===== config.mk =====
export PLATFORM = sky130hd
export DESIGN_NAME = keypad_scanner
export DESIGN_NICKNAME = d
export VERILOG_FILES = /design/src/rtl/keypad_scanner.sv
export SDC_FILE = /design/constraint.sdc
export NUM_CORES = 1
export LEC_CHECK = 0
export BUFFER_PORTS_ARGS = -buffer_cell sky130_fd_sc_hd__buf_4
export CAP_MARGIN = 25
export CORE_ASPECT_RATIO = 1.1
export CORE_MARGIN = 4
export CORE_UTILIZATION = 40
export DETAILED_ROUTE_END_ITERATION = 16
export GPL_TIMING_DRIVEN = 0
export PLACE_DENSITY = 0.66
export SYNTH_ARGS = -nofsm -noshare
export SYNTH_HDL_FRONTEND = slang
export SYNTH_SLANG_ARGS = --single-unit

===== constraint.sdc =====
create_clock -name clk_out -period 2.59 [get_ports clk_out]
set_input_delay 0.6475 -clock clk_out [delete_from_list [all_inputs] [get_ports clk_out]]
set_output_delay 0.6475 -clock clk_out [all_outputs]
set_load 0.02 [all_outputs]

===== src/rtl/keypad_scanner.sv =====
// keypad_scanner: 4x4 matrix keypad scanner with press/release debounce and
// a four-deep history of accepted key codes for a display driver.
//
// Ports:
//   clk_out   - scan clock, all state updates on its rising edge
//   reset     - asynchronous, active-high reset
//   clr       - synchronous clear of dig0..dig3
//   cols      - keypad columns, active-low, asynchronous to clk_out
//   rows      - keypad row drive, active-low, one-cold
//   key_code  - last accepted key, row*4+col
//   key_valid - one-cycle pulse per accepted press
//   key_held  - high while the accepted key is still down
//   dig0..3   - last four accepted codes, dig0 newest
module keypad_scanner #(
    parameter int unsigned DEBOUNCE = 4,
    parameter int unsigned DWELL    = 3
) (
    input  logic       clk_out,
    input  logic       reset,
    input  logic       clr,
    input  logic [3:0] cols,
    output logic [3:0] rows,
    output logic [3:0] key_code,
    output logic       key_valid,
    output logic       key_held,
    output logic [3:0] dig0,
    output logic [3:0] dig1,
    output logic [3:0] dig2,
    output logic [3:0] dig3
);

    localparam int unsigned CNT_W   = 4;
    localparam int unsigned DWELL_W = 3;
    localparam int unsigned IDX_W   = 2;

    localparam logic [DWELL_W-1:0] DWELL_LAST = DWELL_W'(DWELL - 1);
    localparam logic [CNT_W-1:0]   DEB_DONE   = CNT_W'(DEBOUNCE);

    typedef enum logic [1:0] {
        ST_SCAN,
        ST_DEBOUNCE,
        ST_PRESSED,
        ST_RELEASE
    } state_t;

    state_t             state, state_nxt;
    logic [IDX_W-1:0]   ridx, ridx_nxt;
    logic [DWELL_W-1:0] dcnt, dcnt_nxt;
    logic [CNT_W-1:0]   cnt, cnt_nxt;
    logic [IDX_W-1:0]   crow, crow_nxt;
    logic [IDX_W-1:0]   ccol, ccol_nxt;
    logic [3:0]         sync1, scol;
    logic [3:0]         rows_nxt, key_code_nxt;
    logic               key_valid_nxt, key_held_nxt;
    logic [3:0]         dig0_nxt, dig1_nxt, dig2_nxt, dig3_nxt;
    logic               key_open_c;
    logic               accept_c;

    // Lowest-numbered closed column wins when several are low together.
    function automatic logic [IDX_W-1:0] lowest_low(input logic [3:0] c);
        if (!c[0])      return 2'd0;
        else if (!c[1]) return 2'd1;
        else if (!c[2]) return 2'd2;
        else            return 2'd3;
    endfunction

    // State and output registers; the synchronizer idles at "no key".
    always_ff @(posedge clk_out or posedge reset) begin
        if (reset) begin
            state     <= ST_SCAN;
            ridx      <= '0;
            dcnt      <= '0;
            cnt       <= '0;
            crow      <= '0;
            ccol      <= '0;
            sync1     <= 4'b1111;
            scol      <= 4'b1111;
            rows      <= 4'b1110;
            key_code  <= '0;
            key_valid <= 1'b0;
            key_held  <= 1'b0;
            dig0      <= '0;
            dig1      <= '0;
            dig2      <= '0;
            dig3      <= '0;
        end else begin
            state     <= state_nxt;
            ridx      <= ridx_nxt;
            dcnt      <= dcnt_nxt;
            cnt       <= cnt_nxt;
            crow      <= crow_nxt;
            ccol      <= ccol_nxt;
            sync1     <= cols;
            scol      <= sync1;
            rows      <= rows_nxt;
            key_code  <= key_code_nxt;
            key_valid <= key_valid_nxt;
            key_held  <= key_held_nxt;
            dig0      <= dig0_nxt;
            dig1      <= dig1_nxt;
            dig2      <= dig2_nxt;
            dig3      <= dig3_nxt;
        end
    end

    // Only the captured column is watched once a key has been found.
    assign key_open_c = scol[ccol];

    // Next-state and output logic.
    always_comb begin
        state_nxt     = state;
        ridx_nxt      = ridx;
        dcnt_nxt      = dcnt;
        cnt_nxt       = cnt;
        crow_nxt      = crow;
        ccol_nxt      = ccol;
        accept_c      = 1'b0;
        key_code_nxt  = key_code;
        key_valid_nxt = 1'b0;
        dig0_nxt      = dig0;
        dig1_nxt      = dig1;
        dig2_nxt      = dig2;
        dig3_nxt      = dig3;

        case (state)
            ST_SCAN: begin
                if (dcnt == DWELL_LAST) begin
                    dcnt_nxt = '0;
                    if (scol == 4'b1111) begin
                        ridx_nxt = ridx + 2'd1;
                    end else begin
                        crow_nxt  = ridx;
                        ccol_nxt  = lowest_low(scol);
                        cnt_nxt   = CNT_W'(1);
                        state_nxt = ST_DEBOUNCE;
                    end
                end else begin
                    dcnt_nxt = dcnt + DWELL_W'(1);
                end
            end
            ST_DEBOUNCE: begin
                if (cnt == DEB_DONE) begin
                    accept_c  = 1'b1;
                    cnt_nxt   = '0;
                    state_nxt = ST_PRESSED;
                end else if (key_open_c) begin
                    // Bounce during press: abandon and move on to the next row.
                    ridx_nxt  = ridx + 2'd1;
                    dcnt_nxt  = '0;
                    cnt_nxt   = '0;
                    state_nxt = ST_SCAN;
                end else begin
                    cnt_nxt = cnt + CNT_W'(1);
                end
            end
            ST_PRESSED: begin
                if (key_open_c) begin
                    cnt_nxt   = CNT_W'(1);
                    state_nxt = ST_RELEASE;
                end
            end
            ST_RELEASE: begin
                if (cnt == DEB_DONE) begin
                    ridx_nxt  = '0;
                    dcnt_nxt  = '0;
                    cnt_nxt   = '0;
                    state_nxt = ST_SCAN;
                end else if (key_open_c) begin
                    cnt_nxt = cnt + CNT_W'(1);
                end else begin
                    // Bounce during release: key still counts as held.
                    cnt_nxt   = '0;
                    state_nxt = ST_PRESSED;
                end
            end
            default: begin
                ridx_nxt  = '0;
                dcnt_nxt  = '0;
                cnt_nxt   = '0;
                state_nxt = ST_SCAN;
            end
        endcase

        if (accept_c) begin
            key_code_nxt  = {crow, ccol};
            key_valid_nxt = 1'b1;
            dig3_nxt      = dig2;
            dig2_nxt      = dig1;
            dig1_nxt      = dig0;
            dig0_nxt      = {crow, ccol};
        end

        // Clear wins over the history shift but not over key_code/key_valid.
        if (clr) begin
            dig0_nxt = '0;
            dig1_nxt = '0;
            dig2_nxt = '0;
            dig3_nxt = '0;
        end

        key_held_nxt = (state_nxt == ST_PRESSED) || (state_nxt == ST_RELEASE);
        // ridx stays frozen on the captured row outside SCAN, so it drives rows throughout.
        rows_nxt = ~(4'b0001 << ridx_nxt);
    end

endmodule


==> impl_metrics.ini, run 1 <==
[timing]
tightest_slew_ns = 0.801
hold_viol_final = 0
relSlewSlack_pct = 45.9
max_clock_freq_mhz = 445
report.final.slew_viol_count = 0
period_minus_slack_ns = 2.25
skew_ns = 0.0129
rsz0062_at_grt = false
finalSetupTns_ns = 0
finalSetupViolCount = 0
timing.final.crit_share_pct = 86.7
setup_slack_ns = 0.343

[placement]
place_ws_ns = 0.404
hpwl_mm = 2.73
gp_congestion = 0.805
io_buffers = 31

[grt]
met3_usage_pct = 4.23
grt_pass1_vias = 1401
overflow = 0
busiest_layer = met2
use_met2_pct = 20.0
antenna_found_initial = 0
use_met1_pct = 16.3
grt_max_degree = 40
grtUsageTotal_pct = 12.5
grt_pass1_wl_mm = 6.53

[yosys]
synthTopCellsByArea = dfrtp_1 46%, dfstp_2 14%, nand2_1 10%, a21oi_1 4.6%, o21ai_0 2.4%
yosysSeqAreaShare_pct = 60.1
netlist_area_um2 = 2060
synth_top_cell_area_share_pct = 46.1
yosysTopAreaCell = dfrtp_1
ys_ff_latch = 49
mappedNetlistNets = 211
ys_types = 45
yosys_warnings = 0
synthCells = 202
synth_area_per_cell_um2 = 10.2

[final_layout]
drive_above_1_share_pct = 25.6
fill_cells = 480
final_common_cell = nand2_1
register_area_um2 = 1240
area_delta_synth_final_pct = 21.2
layout_common_cells = 55 x nand2_1, 38 x dfrtp_1, 31 x buf_4
nets = 250
diodes = 0
multi_input_area_um2 = 753

[critical_path]
max_stage_delay_ns = 0.72
worstSetupStartpointType = flop
endpoint_kind = flop
path_class = reg -> reg
cp_max_fo = 5
crit_chain = nor3b_1, nor4b_1, o21ai_0, o22a_2
required_ns = 2.78
crit_family = simple AND/OR/NAND/NOR gates
slowest_stage = nor4b_1
worst-path-buf-inv = 0
worstPathArrival_ns = 2.44

[drt]
firstDrtPassIters = 4
ant_nets = 0
vias = 1511
drc = 0
routed_via_density = 5.04
drt-initial-drc-count = 87
wire_per_inst_um = 12.7
drt_wl_total_mm = 3.80

[power]
switching_share_pct = 34.5
ir_drop_v = 0.000402
seq_power_share_pct = 44.4
p_clk_share_pct = 22.7
p_int_mw = 1.59
p_leak_nw = 1.17
p_sw_uw = 837
pwr-share-comb_pct = 32.9
power.density_nw_per_um2 = 968

[clocking]
tritoncts = built
insertion_delay_ns = 0.31
cts-root-buf = clkbuf_8
clock_sinks = 49
clock_path_buffers = 2
clk_pin_slew_ns = 0.09
cts_max_level = 2
postCtsHoldBufs = 0
ctsResizeCount = 0
post_cts_buffers = 0
cts_buffers = 5

[die]
die_h_um = 83.4
dieArea_um2 = 6380
start_util_pct = 41.3
fp.coreArea_um2 = 5000
rows = 27
die_width_um = 76.5
io_pins = 33

[run]
drv_cap = 0

[worst_hold_path]
hold_path_class = in -> async

[run_status]
status = finished clean
## kinds of logic after synthesis
family | synth area share, %
adder cells (fa/ha/maj) | 1.21
XOR/XNOR | 1.27
buffers and inverters | 3.45
flip-flops | 60.1
AO/OA/AOI/OAI | 12.5
multiplexers | 3.09
AND/OR/NAND/NOR | 18.4
## cell type report
type	instances	area share (%)
Timing Repair Buffer	32	10.1
Buffer	9	1.50
Clock buffer	5	2.75
Tap cell	58	2.90
Sequential cell	49	49.6
Inverter	9	1.35
Multi-Input combinational cell	135	30.1
Clock inverter	3	1.75
## worst reg2reg max path: stages, from the launching register on
cell and delay [ns]:
dfrtp_1 0.43, nor3b_1 0.44, nor4b_1 0.72, o21ai_0 0.27
o22a_2 0.28
## cell usage after synthesis
| master | count |
|---|---|
| and3_4 | 1 |
| buf_2 | 3 |
| and3b_1 | 1 |
| buf_1 | 2 |
| ha_1 | 2 |
| a31oi_1 | 1 |
| nor2b_1 | 1 |
| clkinv_1 | 1 |
| nand4_1 | 1 |
| clkbuf_1 | 4 |
| dfrtp_1 | 38 |
| a311oi_1 | 1 |
| a22o_1 | 1 |
| nor4b_1 | 1 |
| nand3b_1 | 2 |
| o22a_2 | 1 |
| o21ba_2 | 1 |
| xnor2_1 | 2 |
| inv_1 | 8 |
| mux2_2 | 1 |
| o31a_1 | 2 |
| and3_1 | 2 |
| nand3_1 | 3 |
| o21ai_0 | 10 |
| nor4_1 | 2 |
| a21boi_0 | 2 |
| nor2_1 | 6 |
| or2_2 | 1 |
| nand2b_1 | 1 |
| a221o_1 | 1 |
| and2_1 | 1 |
| a221oi_1 | 1 |
| and2b_2 | 1 |
| a32o_1 | 1 |
| or2_0 | 1 |
| mux2i_1 | 3 |
| o211ai_1 | 1 |
| dfstp_2 | 11 |
| nor3_1 | 1 |
| nor3b_1 | 1 |
| a21oi_1 | 19 |
| xor2_1 | 1 |
| nand4b_1 | 1 |
| nand2_1 | 55 |
| mux4_2 | 1 |
## registers in the layout, indices dropped and copies added, names as in the netlist, 4 cells and up
register,flops
cnt,4
dig0,4
rows,4
key_code,4
dig1,4
dig3,4
scol,4
sync1,4
dig2,4
## final timing paths
path                                startpoint           endpoint  slack, ns  depth (start not counted)
min in group clk_out        sync1[3]$_DFF_PP1_  scol[3]$_DFF_PP1_       0.36                          0
max in group asynchronous                reset  scol[0]$_DFF_PP1_       1.78                          3
hold / removal                           reset  ridx[1]$_DFF_PP0_       0.28                          2
hold reg to reg             sync1[3]$_DFF_PP1_  scol[3]$_DFF_PP1_       0.36                          0
setup reg to reg           dcnt[0]$_DFFE_PP0P_  rows[0]$_DFF_PP0_       0.34                          4
setup / recovery           dcnt[0]$_DFFE_PP0P_  rows[0]$_DFF_PP0_       0.34                          4
## power by group through the flow
stage	sequential [mW]	combinational, mW	clock (mW)
final	1.08	0.797	0.549
after floorplan	1.13	0.528	0
after global routing	1.10	0.909	0.598
after detailed placement	1.09	0.805	0
after global placement	1.08	0.788	0
after CTS	1.08	0.807	0.568
## layer usage
layer	vias up	part of all wire (%)
met3	2	5.2
met2	36	47
met1	716	47
li1	757	-
met5	-	0
met4	0	0.37
## metrics by stage
stage	cells	area [um2]	total power, mW	util, %	hold slack [ns]
floorplan	202	2060	1.66	-	0.345
global placement	291	2370	1.87	47.4	0.346
detailed placement	292	2390	1.89	47.8	0.347
CTS	300	2500	2.45	50.1	0.271
global route	300	2500	2.61	50.1	0.277
finish	300	2500	2.42	50.1	0.277
No activity file was read; power rests on OpenSTA's default activity.
==> inputs of run 2 (changes only) <==
Settings changed: CORE_UTILIZATION 40 to 35, PLACE_DENSITY 0.66 to 0.6, REMOVE_ABC_BUFFERS set to 1.
==> run 2 against run 1 <==
Non-clock buffer count shrank 8; clock-buffer cell count up 2; flip-flop and latch count is the same; clock power shrank 20%; final cell count grew 3.7%; sequential share of layout area increased by 0.70 points; global-route usage fell by 0.94 points; setup slack better by 0.047 ns; cell area fell by 1.4%; critical endpoint is now dig0[3]$_DFFE_PP0P_; highest routed layer unchanged.
==> impl_metrics.ini, run 2 (synthesized netlist as in run 1, its figures left out) <==
[die]
die_h_um = 88.6
die_width_um = 81.2
dieArea_um2 = 7190
start_util_pct = 36.0
fp.coreArea_um2 = 5730
io_pins = 33
rows = 29

[critical_path]
crit_chain = inv_1, ha_1, nand4b_1, or2_2, clkinv_1, nand2_1, a21oi_1
endpoint_kind = flop
cp_max_fo = 23
required_ns = 2.78
worstPathArrival_ns = 2.39
worst-path-buf-inv = 2
slowest_stage = clkinv_1
max_stage_delay_ns = 0.53
crit_family = simple AND/OR/NAND/NOR gates
worstSetupStartpointType = flop
path_class = reg -> reg

[final_layout]
final_common_cell = nand2_1
area_delta_synth_final_pct = 19.5
finalNonFillerCells = 311
postLayoutCellArea_um2 = 2470
fin_util_pct = 43.0
nets = 242
diodes = 0
drive_above_1_share_pct = 24.8
layout_common_cells = 55 x nand2_1, 38 x dfrtp_1, 32 x buf_4
fill_cells = 610

[timing]
report.final.slew_viol_count = 0
setup_slack_ns = 0.390
max_clock_freq_mhz = 455
tightest_slew_ns = 0.696
finalSetupViolCount = 0
relSlewSlack_pct = 52.9
skew_ns = 0.00502
timing.final.crit_share_pct = 84.9
whs_ns = 0.309
rsz0062_at_grt = false
period_minus_slack_ns = 2.20
finalSetupTns_ns = 0
hold_viol_final = 0

[grt]
grt_max_degree = 36
overflow = 0
grt_pass1_wl_mm = 6.44
grtUsageTotal_pct = 11.6
grt_pass1_vias = 1470
antenna_found_initial = 0

[run]
drv_cap = 0

[power]
p_leak_nw = 1.14
power_mw = 2.29
power.density_nw_per_um2 = 927
p_sw_uw = 814
switching_share_pct = 35.6
ir_drop_v = 0.000370
p_clk_share_pct = 19.1
pwr-share-comb_pct = 32.3
p_int_mw = 1.47
seq_power_share_pct = 48.5

[run_status]
status = finished clean

[clocking]
postCtsHoldBufs = 0
tritoncts = built
insertion_delay_ns = 0.30
ctsResizeCount = 0
cts-root-buf = clkbuf_8
clk_pin_slew_ns = 0.09
cts_buffers = 5
post_cts_buffers = 0
clock_sinks = 49
clock_path_buffers = 2
cts_max_level = 2

[drt]
firstDrtPassIters = 4
wire_per_inst_um = 12.1
drt_wl_total_mm = 3.76
drt-initial-drc-count = 129
vias = 1474
drc = 0
ant_nets = 0
routed_via_density = 4.74

[placement]
place_ws_ns = 0.355
io_buffers = 32
placed_cell_area_um2 = 2380
hpwl_mm = 2.62
dp_cells = 303
gp_congestion = 0.744

[worst_hold_path]
hold_path_class = in -> async
## run 2: layer usage
metal  global-route usage, %  wire length, um  vias to the layer above  part of all wire (%)
met5                       0                0                        -                     0
met4                    5.53               73                        0                   1.9
met3                    3.97              255                        9                   6.8
met2                    18.5             1710                       41                    45
met1                    14.1             1720                      681                    46
li1                        -                -                      743                     -
## run 2: worst paths after layout
| kind | from | depth (start not counted) | slack, ns | endpoint |
|---|---|---|---|---|
| setup / recovery | cnt[0]$_DFFE_PP0P_ | 7 | 0.39 | dig0[3]$_DFFE_PP0P_ |
| setup reg to reg | cnt[0]$_DFFE_PP0P_ | 7 | 0.39 | dig0[3]$_DFFE_PP0P_ |
| hold reg to reg | sync1[1]$_DFF_PP1_ | 0 | 0.36 | scol[1]$_DFF_PP1_ |
| hold / removal | reset | 2 | 0.31 | state[1]$_DFF_PP0_ |
| min in group clk_out | sync1[1]$_DFF_PP1_ | 0 | 0.36 | scol[1]$_DFF_PP1_ |
| max in group asynchronous | reset | 3 | 1.72 | rows[3]$_DFF_PP1_ |
## run 2: layout make-up
class	instances	area, um2	share of cell area (%)
multi-input combinational	135	753	30.5
clock inverter	1	7.51	0.304
timing repair buffer	33	260	10.5
sequential	49	1240	50.3
inverter	9	33.8	1.37
clock buffer	7	76.3	3.09
tap	77	96.3	3.90
## run 2: power by group through the flow
stage	Sequential [mW]	Combinational, mW	Clock, mW
global placement	1.12	0.732	0
detailed placement	1.12	0.752	0
global route	1.14	0.832	0.493
CTS	1.11	0.752	0.467
floorplan	1.16	0.481	0
finish	1.11	0.739	0.438
==> inputs of run 3 (changes only) <==
Settings changed: ABC_AREA set to 1.
Clock period 2.59 ns to 2.25 ns, I/O delays scaled along.
==> run 3 against run 2 <==
Clock skew rose by 0.0083 ns; final cell count rose by 3.9%; area after synthesis fell by 1.2%; critical path depth fell by 2; critical path type unchanged; sequential share of layout area fell by 0.55 points; largest cell class unchanged; via count fell by 2.3%; synthesized cell count rose by 3.5%; die area fell by 1.0%; clock power rose by 45%; power rose by 11%; first-iteration DRC count fell by 62%.
==> impl_metrics.ini, run 3 <==
[placement]
place_ws_ns = 0.524
dp_cells = 315
gp_congestion = 0.751
hpwl_mm = 2.71
io_buffers = 32

[clocking]
postCtsHoldBufs = 0
post_cts_buffers = 0
cts_buffers = 5
clk_pin_slew_ns = 0.09
ctsResizeCount = 0
tritoncts = built
clock_path_buffers = 2
clock_sinks = 49
cts-root-buf = clkbuf_8
cts_max_level = 2
insertion_delay_ns = 0.31

[power]
p_clk_share_pct = 24.9
p_leak_nw = 1.25
switching_share_pct = 35.2
seq_power_share_pct = 45.9
p_int_mw = 1.65
power.density_nw_per_um2 = 1020
ir_drop_v = 0.000459
p_sw_uw = 895
power_mw = 2.54
pwr-share-comb_pct = 29.1

[yosys]
yosysSeqAreaShare_pct = 60.8
synth-main-ff-cell = dfrtp_1
yosysTopAreaCell = dfrtp_1
synth-edff-count = 0
synth_async_sr_flop_share_pct = 100
synth_top_cell_area_share_pct = 46.6
netlist_area_um2 = 2040
synth_area_per_cell_um2 = 9.76
synthCells = 209
synth.most_common_cell = nand2_1
yosys_warnings = 0
ys_types = 26
synthTopCellsByArea = dfrtp_1 47%, dfstp_2 14%, nand2_1 7.9%, inv_1 6.8%, o22ai_1 5.2%
ys_ff_latch = 49
synth_common_cells = 43 x nand2_1, 38 x dfrtp_1, 37 x inv_1, 17 x o22ai_1

[run]
drv_cap = 0

[grt]
grt_pass1_vias = 1466
grtUsageTotal_pct = 11.6
overflow = 0
antenna_found_initial = 0
grt_max_degree = 43
grt_pass1_wl_mm = 6.41

[die]
fp.coreArea_um2 = 5500
die_width_um = 80.8
rows = 28
die_h_um = 88.1
start_util_pct = 37.1
dieArea_um2 = 7120
io_pins = 33

[drt]
ant_nets = 0
routed_via_density = 4.46
drc = 0
drt-initial-drc-count = 49
vias = 1440
wire_per_inst_um = 11.4
drt_wl_total_mm = 3.68
firstDrtPassIters = 4

[critical_path]
cp_max_fo = 16
path_class = reg -> reg
r2r-end = dig3[0]$_DFFE_PP0P_
timing.rr.start = cnt[0]$_DFFE_PP0P_
endpoint_kind = flop
reg2regPathDepth = 5
regToRegSetupSlack_ns = 0.53
critPathLaunch = cnt[0]$_DFFE_PP0P_
worstSetupStartpointType = flop
required_ns = 2.41
worstPathArrival_ns = 1.88

[timing]
rsz0062_at_grt = false
timing.final.crit_share_pct = 76.4
finalSetupViolCount = 0
whs_ns = 0.153
relSlewSlack_pct = 58.7
setup_slack_ns = 0.530
hold_viol_final = 0
period_minus_slack_ns = 1.72
max_clock_freq_mhz = 581
report.final.slew_viol_count = 0
skew_ns = 0.0134
tightest_slew_ns = 0.619

[final_layout]
layout_common_cells = 43 x nand2_1, 38 x dfrtp_1, 36 x inv_1
fill_cells = 555
area_delta_synth_final_pct = 22.3
diodes = 0
final_common_cell = nand2_1
drive_above_1_share_pct = 27.8
finalNonFillerCells = 323
nets = 256
fin_util_pct = 45.4

[worst_hold_path]
hold_path_class = in -> async

[run_status]
status = finished clean
[run 3: changes by cell type in the layout (fill, tap and decap cells not counted), moves of 3 or more]
cell     previous run  this run
inv_1               7        36
o22ai_1             0        17
a21oi_1            19         4
nand2_1            55        43
nand3_1             3        13
nand2_2             0         5
inv_2               1         5
mux2i_1             3         0
o21ai_0            10        13
[run 3: worst max-delay path, stage by stage (launching register included)]
cell	delay, ns
dfrtp_1	0.42
inv_1	0.09
ha_1	0.21
nand3_4	0.17
o21ai_2	0.54
o22ai_1	0.14
[run 3: through the flow]
| stage | setup TNS, ns | cell area (um2) |
|---|---|---|
| floorplan | 0 | 2030 |
| global placement | -4.10 | 2360 |
| detailed placement | 0 | 2380 |
| CTS | 0 | 2490 |
| global route | 0 | 2490 |
| finish | 0 | 2490 |
[run 3: worst max path at each step]
stage / to / slack [ns] / cells after the start
6_report: dig3[0]$_DFFE_PP0P_ / 0.53 / 5
3_5_place_dp: dig3[0]$_DFFE_PP0P_ / 0.52 / 5
4_1_cts: dig3[0]$_DFFE_PP0P_ / 0.52 / 5
3_3_place_gp: dig0[1]$_DFFE_PP0P_ / -0.11 / 2
5_1_grt: dig3[0]$_DFFE_PP0P_ / 0.37 / 5
2_1_floorplan: ccol[0]$_DFFE_PP0P_ / 0.53 / 1
[run 3: layout make-up]
type	instances	area [um2]	area share (%)
flip-flops and latches	49	1240	49.7
clock inverters	3	43.8	1.76
inverters	41	154	6.17
clock buffers	5	68.8	2.76
repair buffers	33	260	10.4
well taps	75	93.8	3.76
multi-input cells	117	634	25.4
[run 3: power groups by stage]
stage | Sequential, mW | Clock (mW) | Combinational [mW]
final | 1.17 | 0.633 | 0.740
after global routing | 1.19 | 0.684 | 0.847
after CTS | 1.17 | 0.647 | 0.753
after detailed placement | 1.19 | 0 | 0.748
after global placement | 1.18 | 0 | 0.732
after floorplan | 1.22 | 0 | 0.489
[run 3: layer usage]
| layer | GRT usage, % | vias to the layer above | share of wire [%] |
|---|---|---|---|
| met5 | 0 | - | 0 |
| met4 | 5.38 | 0 | 2.0 |
| met3 | 2.88 | 4 | 3.7 |
| met2 | 20.2 | 18 | 50 |
| met1 | 13.4 | 675 | 44 |
| li1 | - | 743 | - |
[run 3: kinds of logic (layout without fill, tap and decap cells)]
group	count (synthesis)	count (layout)	synth area share (%)
compound gates	37	37	10.4
xor+xnor	3	3	1.29
fa+ha+maj	2	2	1.23
buf+inv	43	82	8.15
flops	49	49	60.8
simple gates	75	75	18.1
